### src/rtl/turn_signal_controller.sv
// ---------------------------------------------------------------------------
// turn_signal_controller
//
// Generates turn-signal and hazard flash patterns. Raw stalk and hazard
// inputs are synchronized and debounced, hazard is a push-on/push-off latch,
// and a short stalk tap produces a fixed number of "comfort" flashes. The
// blink level on turn_signal_on feeds the sound unit, which clicks on every
// edge of it.
//
// Parameters
//   DEBOUNCE_CYCLES   : stable cycles required before a debounced input moves
//   BLINK_HALF_CYCLES : length of every on-phase and every off-phase
//   TAP_CYCLES        : stalk holds shorter than this count as a tap
//   COMFORT_FLASHES   : total on-phases produced by a tap (fits in 2 bits)
//
// Ports
//   clk            in   system clock
//   rst            in   asynchronous active-high reset
//   sw_left        in   raw left stalk level (asynchronous)
//   sw_right       in   raw right stalk level (asynchronous)
//   sw_hazard      in   raw hazard push-button (asynchronous)
//   engine_on      in   engine running (synchronous to clk)
//   turn_signal_on out  blink state for the sound unit
//   lamp_left      out  left lamp drive
//   lamp_right     out  right lamp drive
//   blink_mode     out  current state encoding (0..5)
// ---------------------------------------------------------------------------
module turn_signal_controller #(
    parameter int unsigned DEBOUNCE_CYCLES   = 500_000,
    parameter int unsigned BLINK_HALF_CYCLES = 16_666_667,
    parameter int unsigned TAP_CYCLES        = 25_000_000,
    parameter int unsigned COMFORT_FLASHES   = 3
) (
    input  logic       clk,
    input  logic       rst,
    input  logic       sw_left,
    input  logic       sw_right,
    input  logic       sw_hazard,
    input  logic       engine_on,
    output logic       turn_signal_on,
    output logic       lamp_left,
    output logic       lamp_right,
    output logic [2:0] blink_mode
);

    // -----------------------------------------------------------------------
    // Widths and constants
    // -----------------------------------------------------------------------
    localparam int unsigned DEB_W  = (DEBOUNCE_CYCLES   > 1) ? $clog2(DEBOUNCE_CYCLES + 1)   : 1;
    localparam int unsigned PH_W   = (BLINK_HALF_CYCLES > 1) ? $clog2(BLINK_HALF_CYCLES + 1) : 1;
    localparam int unsigned HOLD_W = $clog2(TAP_CYCLES + 1);

    localparam logic [DEB_W-1:0]  DEB_LAST  = DEB_W'(DEBOUNCE_CYCLES - 1);
    localparam logic [PH_W-1:0]   PH_LAST   = PH_W'(BLINK_HALF_CYCLES - 1);
    localparam logic [HOLD_W-1:0] HOLD_MAX  = HOLD_W'(TAP_CYCLES);
    localparam logic [1:0]        FLASH_MAX = 2'(COMFORT_FLASHES);

    // Channel indices into the conditioning arrays
    localparam int unsigned CH_L = 0;
    localparam int unsigned CH_R = 1;
    localparam int unsigned CH_H = 2;

    typedef enum logic [2:0] {
        ST_IDLE   = 3'd0,
        ST_LEFT   = 3'd1,
        ST_RIGHT  = 3'd2,
        ST_HAZARD = 3'd3,
        ST_COMF_L = 3'd4,
        ST_COMF_R = 3'd5
    } state_e;

    // -----------------------------------------------------------------------
    // Input conditioning: 2-FF synchronizer + debounce per channel
    // -----------------------------------------------------------------------
    logic [2:0]       raw_s;
    logic [2:0]       sync1_q;
    logic [2:0]       sync2_q;
    logic [2:0]       deb_q;
    logic [2:0]       deb_d;
    logic [DEB_W-1:0] deb_cnt_q [3];
    logic [DEB_W-1:0] deb_cnt_d [3];
    logic             haz_lat_q;
    logic             haz_lat_d;

    assign raw_s = {sw_hazard, sw_right, sw_left};

    // Debounce next-state: a channel moves only after DEBOUNCE_CYCLES
    // consecutive disagreeing samples; any agreeing sample restarts the count.
    always_comb begin
        deb_d = deb_q;
        for (int i = 0; i < 3; i++) begin
            deb_cnt_d[i] = '0;
            if (sync2_q[i] != deb_q[i]) begin
                if (deb_cnt_q[i] == DEB_LAST) begin
                    deb_d[i]     = sync2_q[i];
                    deb_cnt_d[i] = '0;
                end else begin
                    deb_cnt_d[i] = deb_cnt_q[i] + DEB_W'(1);
                end
            end else begin
                deb_cnt_d[i] = '0;
            end
        end
        // Toggle on the same edge the debounced hazard rises, so the state
        // machine reacts one cycle after the debounced edge.
        haz_lat_d = haz_lat_q ^ (deb_d[CH_H] & ~deb_q[CH_H]);
    end

    // Conditioning registers: synchronizers, debounced levels, hazard latch
    always_ff @(posedge clk or posedge rst) begin
        if (rst) begin
            sync1_q   <= 3'b000;
            sync2_q   <= 3'b000;
            deb_q     <= 3'b000;
            haz_lat_q <= 1'b0;
            for (int i = 0; i < 3; i++) begin
                deb_cnt_q[i] <= '0;
            end
        end else begin
            sync1_q   <= raw_s;
            sync2_q   <= sync1_q;
            deb_q     <= deb_d;
            haz_lat_q <= haz_lat_d;
            for (int i = 0; i < 3; i++) begin
                deb_cnt_q[i] <= deb_cnt_d[i];
            end
        end
    end

    // -----------------------------------------------------------------------
    // State machine, counters and blink generator
    // -----------------------------------------------------------------------
    state_e            state_q;
    state_e            state_d;
    logic [HOLD_W-1:0] hold_cnt_q;
    logic [HOLD_W-1:0] hold_cnt_d;
    logic [1:0]        flash_cnt_q;
    logic [1:0]        flash_cnt_d;
    logic [1:0]        flash_base_s;
    logic [PH_W-1:0]   phase_cnt_q;
    logic [PH_W-1:0]   phase_cnt_d;
    logic              blink_q;
    logic              blink_d;
    logic              turn_q;
    logic              lamp_l_q;
    logic              lamp_r_q;
    logic [2:0]        mode_q;

    logic left_s;
    logic right_s;
    logic phase_end_s;
    logic blink_fall_s;
    logic blink_rise_s;
    logic hold_rst_s;
    logic flash_rst_s;
    logic tap_ok_s;

    // Both stalk contacts closed is a fault and counts as neither direction.
    assign left_s       = deb_q[CH_L] & ~deb_q[CH_R];
    assign right_s      = deb_q[CH_R] & ~deb_q[CH_L];
    assign phase_end_s  = (phase_cnt_q == PH_LAST);
    assign blink_fall_s = blink_q & phase_end_s;
    assign tap_ok_s     = (hold_cnt_q < HOLD_MAX) && (flash_cnt_q < FLASH_MAX);

    // Next-state decode; hold_rst_s / flash_rst_s mark entries that restart
    // the tap timer and the comfort flash count.
    always_comb begin
        state_d     = state_q;
        hold_rst_s  = 1'b0;
        flash_rst_s = 1'b0;
        if (haz_lat_q) begin
            state_d = ST_HAZARD;
        end else begin
            case (state_q)
                ST_IDLE, ST_HAZARD: begin
                    // Leaving hazard drops any interrupted comfort sequence.
                    if (left_s && engine_on) begin
                        state_d     = ST_LEFT;
                        hold_rst_s  = 1'b1;
                        flash_rst_s = 1'b1;
                    end else if (right_s && engine_on) begin
                        state_d     = ST_RIGHT;
                        hold_rst_s  = 1'b1;
                        flash_rst_s = 1'b1;
                    end else begin
                        state_d = ST_IDLE;
                    end
                end
                ST_LEFT: begin
                    if (!engine_on) begin
                        state_d = ST_IDLE;
                    end else if (left_s) begin
                        state_d = ST_LEFT;
                    end else if (right_s) begin
                        state_d     = ST_RIGHT;
                        hold_rst_s  = 1'b1;
                        flash_rst_s = 1'b1;
                    end else if (tap_ok_s) begin
                        state_d = ST_COMF_L;
                    end else begin
                        state_d = ST_IDLE;
                    end
                end
                ST_RIGHT: begin
                    if (!engine_on) begin
                        state_d = ST_IDLE;
                    end else if (right_s) begin
                        state_d = ST_RIGHT;
                    end else if (left_s) begin
                        state_d     = ST_LEFT;
                        hold_rst_s  = 1'b1;
                        flash_rst_s = 1'b1;
                    end else if (tap_ok_s) begin
                        state_d = ST_COMF_R;
                    end else begin
                        state_d = ST_IDLE;
                    end
                end
                ST_COMF_L: begin
                    if (!engine_on) begin
                        state_d = ST_IDLE;
                    end else if (left_s) begin
                        // Re-asserting the same stalk keeps the flash count.
                        state_d    = ST_LEFT;
                        hold_rst_s = 1'b1;
                    end else if (right_s) begin
                        state_d     = ST_RIGHT;
                        hold_rst_s  = 1'b1;
                        flash_rst_s = 1'b1;
                    end else if (blink_fall_s && (flash_cnt_q == FLASH_MAX)) begin
                        state_d = ST_IDLE;
                    end else begin
                        state_d = ST_COMF_L;
                    end
                end
                ST_COMF_R: begin
                    if (!engine_on) begin
                        state_d = ST_IDLE;
                    end else if (right_s) begin
                        state_d    = ST_RIGHT;
                        hold_rst_s = 1'b1;
                    end else if (left_s) begin
                        state_d     = ST_LEFT;
                        hold_rst_s  = 1'b1;
                        flash_rst_s = 1'b1;
                    end else if (blink_fall_s && (flash_cnt_q == FLASH_MAX)) begin
                        state_d = ST_IDLE;
                    end else begin
                        state_d = ST_COMF_R;
                    end
                end
                default: begin
                    state_d = ST_IDLE;
                end
            endcase
        end
    end

    // Blink generator and counters. Moves between non-idle states leave the
    // phase running so the flash rhythm never stutters.
    always_comb begin
        blink_d     = blink_q;
        phase_cnt_d = phase_cnt_q;
        if (state_d == ST_IDLE) begin
            blink_d     = 1'b0;
            phase_cnt_d = '0;
        end else if (state_q == ST_IDLE) begin
            blink_d     = 1'b1;
            phase_cnt_d = '0;
        end else if (phase_end_s) begin
            blink_d     = ~blink_q;
            phase_cnt_d = '0;
        end else begin
            blink_d     = blink_q;
            phase_cnt_d = phase_cnt_q + PH_W'(1);
        end

        blink_rise_s = blink_d & ~blink_q;

        // flash_cnt numbers the current on-phase; saturates at FLASH_MAX.
        flash_base_s = flash_rst_s ? 2'd0 : flash_cnt_q;
        if (state_d == ST_IDLE) begin
            flash_cnt_d = 2'd0;
        end else if (blink_rise_s && (flash_base_s != FLASH_MAX)) begin
            flash_cnt_d = flash_base_s + 2'd1;
        end else begin
            flash_cnt_d = flash_base_s;
        end

        // Tap timer only runs while the stalk is actively held.
        if ((state_d == ST_LEFT) || (state_d == ST_RIGHT)) begin
            if (hold_rst_s) begin
                hold_cnt_d = '0;
            end else if (hold_cnt_q < HOLD_MAX) begin
                hold_cnt_d = hold_cnt_q + HOLD_W'(1);
            end else begin
                hold_cnt_d = hold_cnt_q;
            end
        end else begin
            hold_cnt_d = '0;
        end
    end

    // FSM state, counters and registered outputs; outputs show the state and
    // blink level of the previous cycle.
    always_ff @(posedge clk or posedge rst) begin
        if (rst) begin
            state_q     <= ST_IDLE;
            hold_cnt_q  <= '0;
            flash_cnt_q <= 2'd0;
            phase_cnt_q <= '0;
            blink_q     <= 1'b0;
            turn_q      <= 1'b0;
            lamp_l_q    <= 1'b0;
            lamp_r_q    <= 1'b0;
            mode_q      <= 3'd0;
        end else begin
            state_q     <= state_d;
            hold_cnt_q  <= hold_cnt_d;
            flash_cnt_q <= flash_cnt_d;
            phase_cnt_q <= phase_cnt_d;
            blink_q     <= blink_d;
            turn_q      <= (state_q != ST_IDLE) & blink_q;
            lamp_l_q    <= (state_q != ST_IDLE) & blink_q &
                           ((state_q == ST_LEFT) || (state_q == ST_COMF_L) ||
                            (state_q == ST_HAZARD));
            lamp_r_q    <= (state_q != ST_IDLE) & blink_q &
                           ((state_q == ST_RIGHT) || (state_q == ST_COMF_R) ||
                            (state_q == ST_HAZARD));
            mode_q      <= state_q;
        end
    end

    assign turn_signal_on = turn_q;
    assign lamp_left      = lamp_l_q;
    assign lamp_right     = lamp_r_q;
    assign blink_mode     = mode_q;

endmodule

### config.mk
export PLATFORM = sky130hd
export DESIGN_NAME = turn_signal_controller
export DESIGN_NICKNAME = d
export VERILOG_FILES = /design/src/rtl/turn_signal_controller.sv
export SDC_FILE = /design/constraint.sdc
export NUM_CORES = 1
export LEC_CHECK = 0
export ABC_AREA = 0
export CAP_MARGIN = 20
export CORE_MARGIN = 5
export CORE_UTILIZATION = 55
export CTS_CLUSTER_SIZE = 30
export DETAILED_ROUTE_END_ITERATION = 10
export PLACE_DENSITY = 0.82
export SETUP_SLACK_MARGIN = 0.15
export SLEW_MARGIN = 20
export SYNTH_ARGS = -nofsm -noshare
export SYNTH_HDL_FRONTEND = slang
export SYNTH_SLANG_ARGS = --single-unit
### constraint.sdc
create_clock -name clk -period 5.99 [get_ports clk]
set_input_delay 0.8985 -clock clk [delete_from_list [all_inputs] [get_ports clk]]
set_output_delay 0.8985 -clock clk [all_outputs]
set_load 0.01 [all_outputs]
Yosys cells after proc, flatten, opt, wreduce, memory -nomap -nowiden

Cells that the tools add are included.
Widths: inputs -> output; s select.

Word-level logic and storage cells: 130
Input bits: 6
Register bits after elaboration: 128
Output and inout bits: 6

$add $sub $neg: 6
Order comparisons: 2
Eq/ne operators: 17
Reductions and logical operators: 18
Multiplexer cells: 56
Bitwise operators: 13

Operator list:

| cell                  | number |
|---|---|
| $mux 19               | 6 |
| $mux 25               | 3 |
| $mux 24               | 3 |
| $add 19x1->19 const B | 3 |
| $eq 19x19->1 const B  | 3 |
| $mux 3                | 17 |
| $add 25x1->25 const B | 1 |
| $lt 25x25->1 const B  | 1 |
| $add 24x1->24 const B | 1 |
| $eq 24x24->1 const B  | 1 |
| $mux 1                | 19 |
| $pmux 3 s5            | 1 |
| $mux 2                | 5 |
| $eq 3x2->1 const B    | 3 |
| $and 1x1->1           | 8 |
| $eq 3x1->1 const B    | 2 |
| $eq 3x3->1 const B    | 2 |
| $logic_not 3->1       | 2 |
| $reduce_or 2->1       | 3 |
| $logic_and 1x1->1     | 5 |
| $logic_or 1x1->1      | 5 |
| $pmux 1 s5            | 1 |
| $not 1->1             | 4 |
| $reduce_and 2->1      | 2 |
| 9 further kinds       | 11 |

Longest topological paths before layout

Depth after elaboration: 15
Mapped depth: 13
Gate-level depth less buffers: 11

Worst setup path after synthesis

Ideal clock, no wire load.

Path type: register -> register
Start point: register phase_cnt_q[6]
End point: register hold_cnt_q[24]
Required time: 5.871 ns
Setup slack: 3.073 ns
Setup time: 0.119 ns
Buffers on the path: 2
Cell stages (with the launch flop): 14
Clock period less this slack: 2.917 ns
Arrival time: 2.798 ns
Path through: dfrtp_1 nor4b_1 nand2_1 nor3_1 nand4_1 inv_1 buf_1 ha_1 a31o_2 nor3b_1 o21a_1 o311ai_4 buf_6 nor2_1

Word-level cells in the longest chain between the ends: 12
Elaborated cells between the ends (all ways): 18
Those cells by class: eq/ne: 4; mux: 11; bitwise: 1; reduce/logical: 2

Ends and longest elaborated chain:

| what                                                   | line     | RTL |
|---|---|---|
| start: declaration                                     | 140      | `logic [PH_W-1:0] phase_cnt_q;` |
| start signal: assignment                               | 321      | `phase_cnt_q <= phase_cnt_d;` |
| $eq 24x24->1 *                                         | 161      | `assign phase_end_s = (phase_cnt_q == PH_LAST);` |
| $and 1x1->1 *                                          | 162      | `assign blink_fall_s = blink_q & phase_end_s;` |
| $logic_and 1x1->1 *                                    | 230, 246 |  |
| $mux 3, on equally long branches                       | 246, 230 |  |
| $mux 3, on equally long branches                       | 242, 226 |  |
| $mux 3, on equally long branches                       | 239, 222 |  |
| $mux 3, on equally long branches                       | 237, 220 |  |
| $pmux 3 s5 *                                           | 174      | `case (state_q)` |
| $mux 3 *                                               | 171      | `if (haz_lat_q) begin` |
| $eq 3x1->1 / $eq 3x2->1 (equally long branches)        | 291      | `if ((state_d == ST_LEFT) \|\| (state_d == ST_RIGHT)) begin` |
| $logic_or 1x1->1 *                                     | 291      |  |
| $ne 3x2->1 (no line) / $mux 25 (equally long branches) | --       |  |
| end signal: assignment                                 | 319      | `hold_cnt_q <= hold_cnt_d;` |
| end: declaration                                       | 135      | `logic [HOLD_W-1:0] hold_cnt_q;` |

Mark *: on every way between the ends. The rest lies on a longest branch, timed or not.
A chain may end at the register's enable or synchronous reset.

Worst setup path in the final report

Start point: register phase_cnt_q[6]
End point: register hold_cnt_q[7]

Same word-level chain as after synthesis.

==> impl_results.md <==
- Largest cells by area after synthesis: dfrtp_1 50%, xor2_1 7.4%, nor2_1 6.8%
- Fin. Hold Viols: 0
- IO Pins: 12
- Die W: 118 µm
- Vias in the first global route: 4689
- Critical path class: reg -> reg
- Final core utilization: 0.638
- Port Buf Inserts: 11
- Post-Layout Cell Count: 822
- Final-stage net count: 684
- Asr flop ratio synth: 1.00
- Layout cell share with drive strength beyond 1: 0.0825
- Comb pwr share: 0.020
- Rel. slew slack: 0.346
- Clk sink count: 128
- Yosys reg bits: 128
- DR WL/cell: 14.7 µm
- Final Hold Slack: 0.347 ns
- Status: finished, final reports clean
- CTS clk-pin slew, worst paths: 0.06 ns
- N_diodes: 0
- Post-Place Cells: 789
- Mean Syn Cell Area: 9.90 µm²
- Synth cell count leaders: 128 x dfrtp_1, 117 x nor2_1, 55 x xor2_1
- Min-delay src: sync1_q[1]
- Total wire length: 12100 µm
- Synth top area share: 0.495
- Arr. time, crit path: 3.67 ns
- Worst Tran Pin Value: 0.978 ns
- Int Pwr: 1.58 mW
- Power Dens Cells: 276 nW/µm²
- Crit path max-delay family: compound AO/OA/AOI/OAI gates
- Fmax: 294 MHz
- Vias per inst: 5.68
- Post-Syn Instances: 653
- Synth unique cells: 54
- Top_reg_cell synth: dfrtp_1
- Clock share of power: 0.544
- Worst flop-to-flop path startpoint: phase_cnt_q[6]
- First-pass GRT wire length: 21200 µm
- CP peak stage delay: 0.84 ns
- H-Tree Depth: 4
- Grt ovf: 0
- Final setup fails: 0
- Die area: 14000 µm²
- Switching share of power: 0.214
- Hold_buf cts: 0
- Critical Path RT: 6.25 ns
- CP cell instances: nor4b_1 -> nand2_1 -> nor3_1 -> nand4_1 -> inv_1 -> ha_1 -> a31o_2 -> nor3b_1 -> o21a_1 -> o311ai_4 -> nor2_1
- Worst setup SP type: register
- Initial antenna violation count: 0
- Critical path endpoint category: register
- Max_cap viols: 0
- Largest net degree at the start of global routing: 86
- Inserted Clock Buffers: 17
- Clock tree buffer depth: 2
- Initial Utilization: 0.564
- Iter 0 DRT Violations: 238
- Power Total: 2.02 mW
- Number of gates resized after CTS: 0
- Clock root cell: clkbuf_16
- DRT antenna net count: 0
- Setup TNS: 0 ns
- Period utilisation layout: 0.569
- Tot GR Track Use: 0.181
- Synth area leader: dfrtp_1
- Critical Path Start: phase_cnt_q[6]
- Leakage: 3.11 nW
- Post-DP HPWL: 7920 µm
- RSZ-0062 raised after global routing: false
- GP Congestion: 0.819
- Psw: 0.432 mW
- Top-count cell post-synth: dfrtp_1
- Warnings from Yosys: 0
- First-pass detailed-route iteration total: 5
- Hold Crit Class: reg -> reg
- Skew final: 0.00613 ns
- DRC: 0
- Pins over their slew limit: 0
- Routed via count: 4673
- Syn_nets: 671
- CP bufs+invs: 1
- Die H: 118 µm
- Core ar.: 11500 µm²
- Seq/Total Area, Yosys: 0.495
- Area Growth Syn to Fin: 13.1%
- Critical path's slowest cell: o311ai_4
- CP max FO: 25
- Sequential power share: 0.436
- Synthesized cell area: 6470 µm²
- Site Rows: 39
- Post-CTS Setup Bufs: 0
- CTS tree: yes
- VDD IR max: 0.236 mV
- Post-synth EDFFs: 0
- Filler Cell Count: 847
- Minimum clock period: 3.41 ns
- Clock latency on the worst-skew pair: 0.42 ns
==> cell type report <==
type	instances	area, µm²	share of cell area
Sequential cell	128	3200	0.438
Multi-Input combinational cell	492	3110	0.425
Clock buffer	17	425	0.0581
Clock inverter	15	208	0.0284
Tap cell	143	179	0.0245
Timing Repair Buffer	13	133	0.0181
Inverter	14	57.6	0.00787
==> layer usage <==
layer	share of wire	vias to the layer above	track usage	wire, µm
li1	-	2259	-	-
met5	0	-	0	0
met4	0.015	0	0.0780	182
met1	0.45	2328	0.226	5450
met3	0.033	16	0.0525	400
met2	0.50	70	0.294	6050
==> cells by family after synthesis <==
group | share of synthesized area
simple gates | 0.271
flops | 0.495
xor+xnor | 0.138
compound gates | 0.0435
buf+inv | 0.0238
fa+ha+maj | 0.0232
mux | 0.00484
==> path summary, 6_finish.rpt <==
| check | endpoint | slack, ns | cells past startpoint |
|---|---|---|---|
| setup / recovery | hold_cnt_q[7] | 2.58 | 11 |
| hold / removal | sync2_q[1] | 0.35 | 0 |
| setup reg to reg | hold_cnt_q[7] | 2.58 | 11 |
| hold reg to reg | sync2_q[1] | 0.35 | 0 |
| max in group asynchronous | deb_cnt_q[32] | 4.00 | 3 |
| min in group asynchronous | sync2_q[2] | 0.99 | 2 |
==> power by group through the flow <==
stage	registers, mW	logic, mW	clock network [mW]
final	0.879	0.0404	1.10
after global routing	0.879	0.0476	1.15
after CTS	0.878	0.0418	1.11
after detailed placement	0.894	0.0415	0
after global placement	0.893	0.0398	0
after floorplan	0.893	0.0296	0
==> through the flow <==
step | cell area [µm²] | worst slack (ns)
floorplan | 6470 | 1.68
global placement | 6670 | 2.60
detailed placement | 6670 | 2.48
CTS | 7300 | 2.54
global route | 7320 | 2.22
finish | 7320 | 2.58
==> cells in the final DEF (no fill, tap or decap), types with 3 or more instances in the layout <==
master | netlist | routed
dfrtp_1 | 128 | 128
nor2_1 | 117 | 117
xor2_1 | 55 | 55
xnor2_1 | 47 | 47
nand3_1 | 44 | 44
nand2_1 | 40 | 40
and3_1 | 24 | 24
nand4_1 | 22 | 22
nor3_1 | 17 | 17
clkbuf_16 | 0 | 17
and2_1 | 14 | 14
inv_1 | 14 | 13
ha_1 | 12 | 12
clkdlybuf4s50_1 | 0 | 11
nor3_2 | 10 | 10
and4_1 | 9 | 9
a21oi_1 | 9 | 9
nor2b_1 | 7 | 7
nor4_1 | 6 | 6
nor3b_1 | 6 | 6
nor4b_1 | 5 | 5
nand2b_1 | 5 | 5
o21ai_0 | 5 | 5
inv_6 | 0 | 5
clkinv_4 | 0 | 4
bufinv_16 | 0 | 4
or3_1 | 3 | 3
==> flip-flops by register name, summed over array words and instances (netlist names), 2 cells and up <==
register / cells
sync2_q: 3
deb_cnt_q: 57
deb_q: 3
hold_cnt_q: 25
blink_mode: 3
sync1_q: 3
state_q: 3
phase_cnt_q: 24
flash_cnt_q: 2
Note: power is estimated with default switching activity, not from simulation.
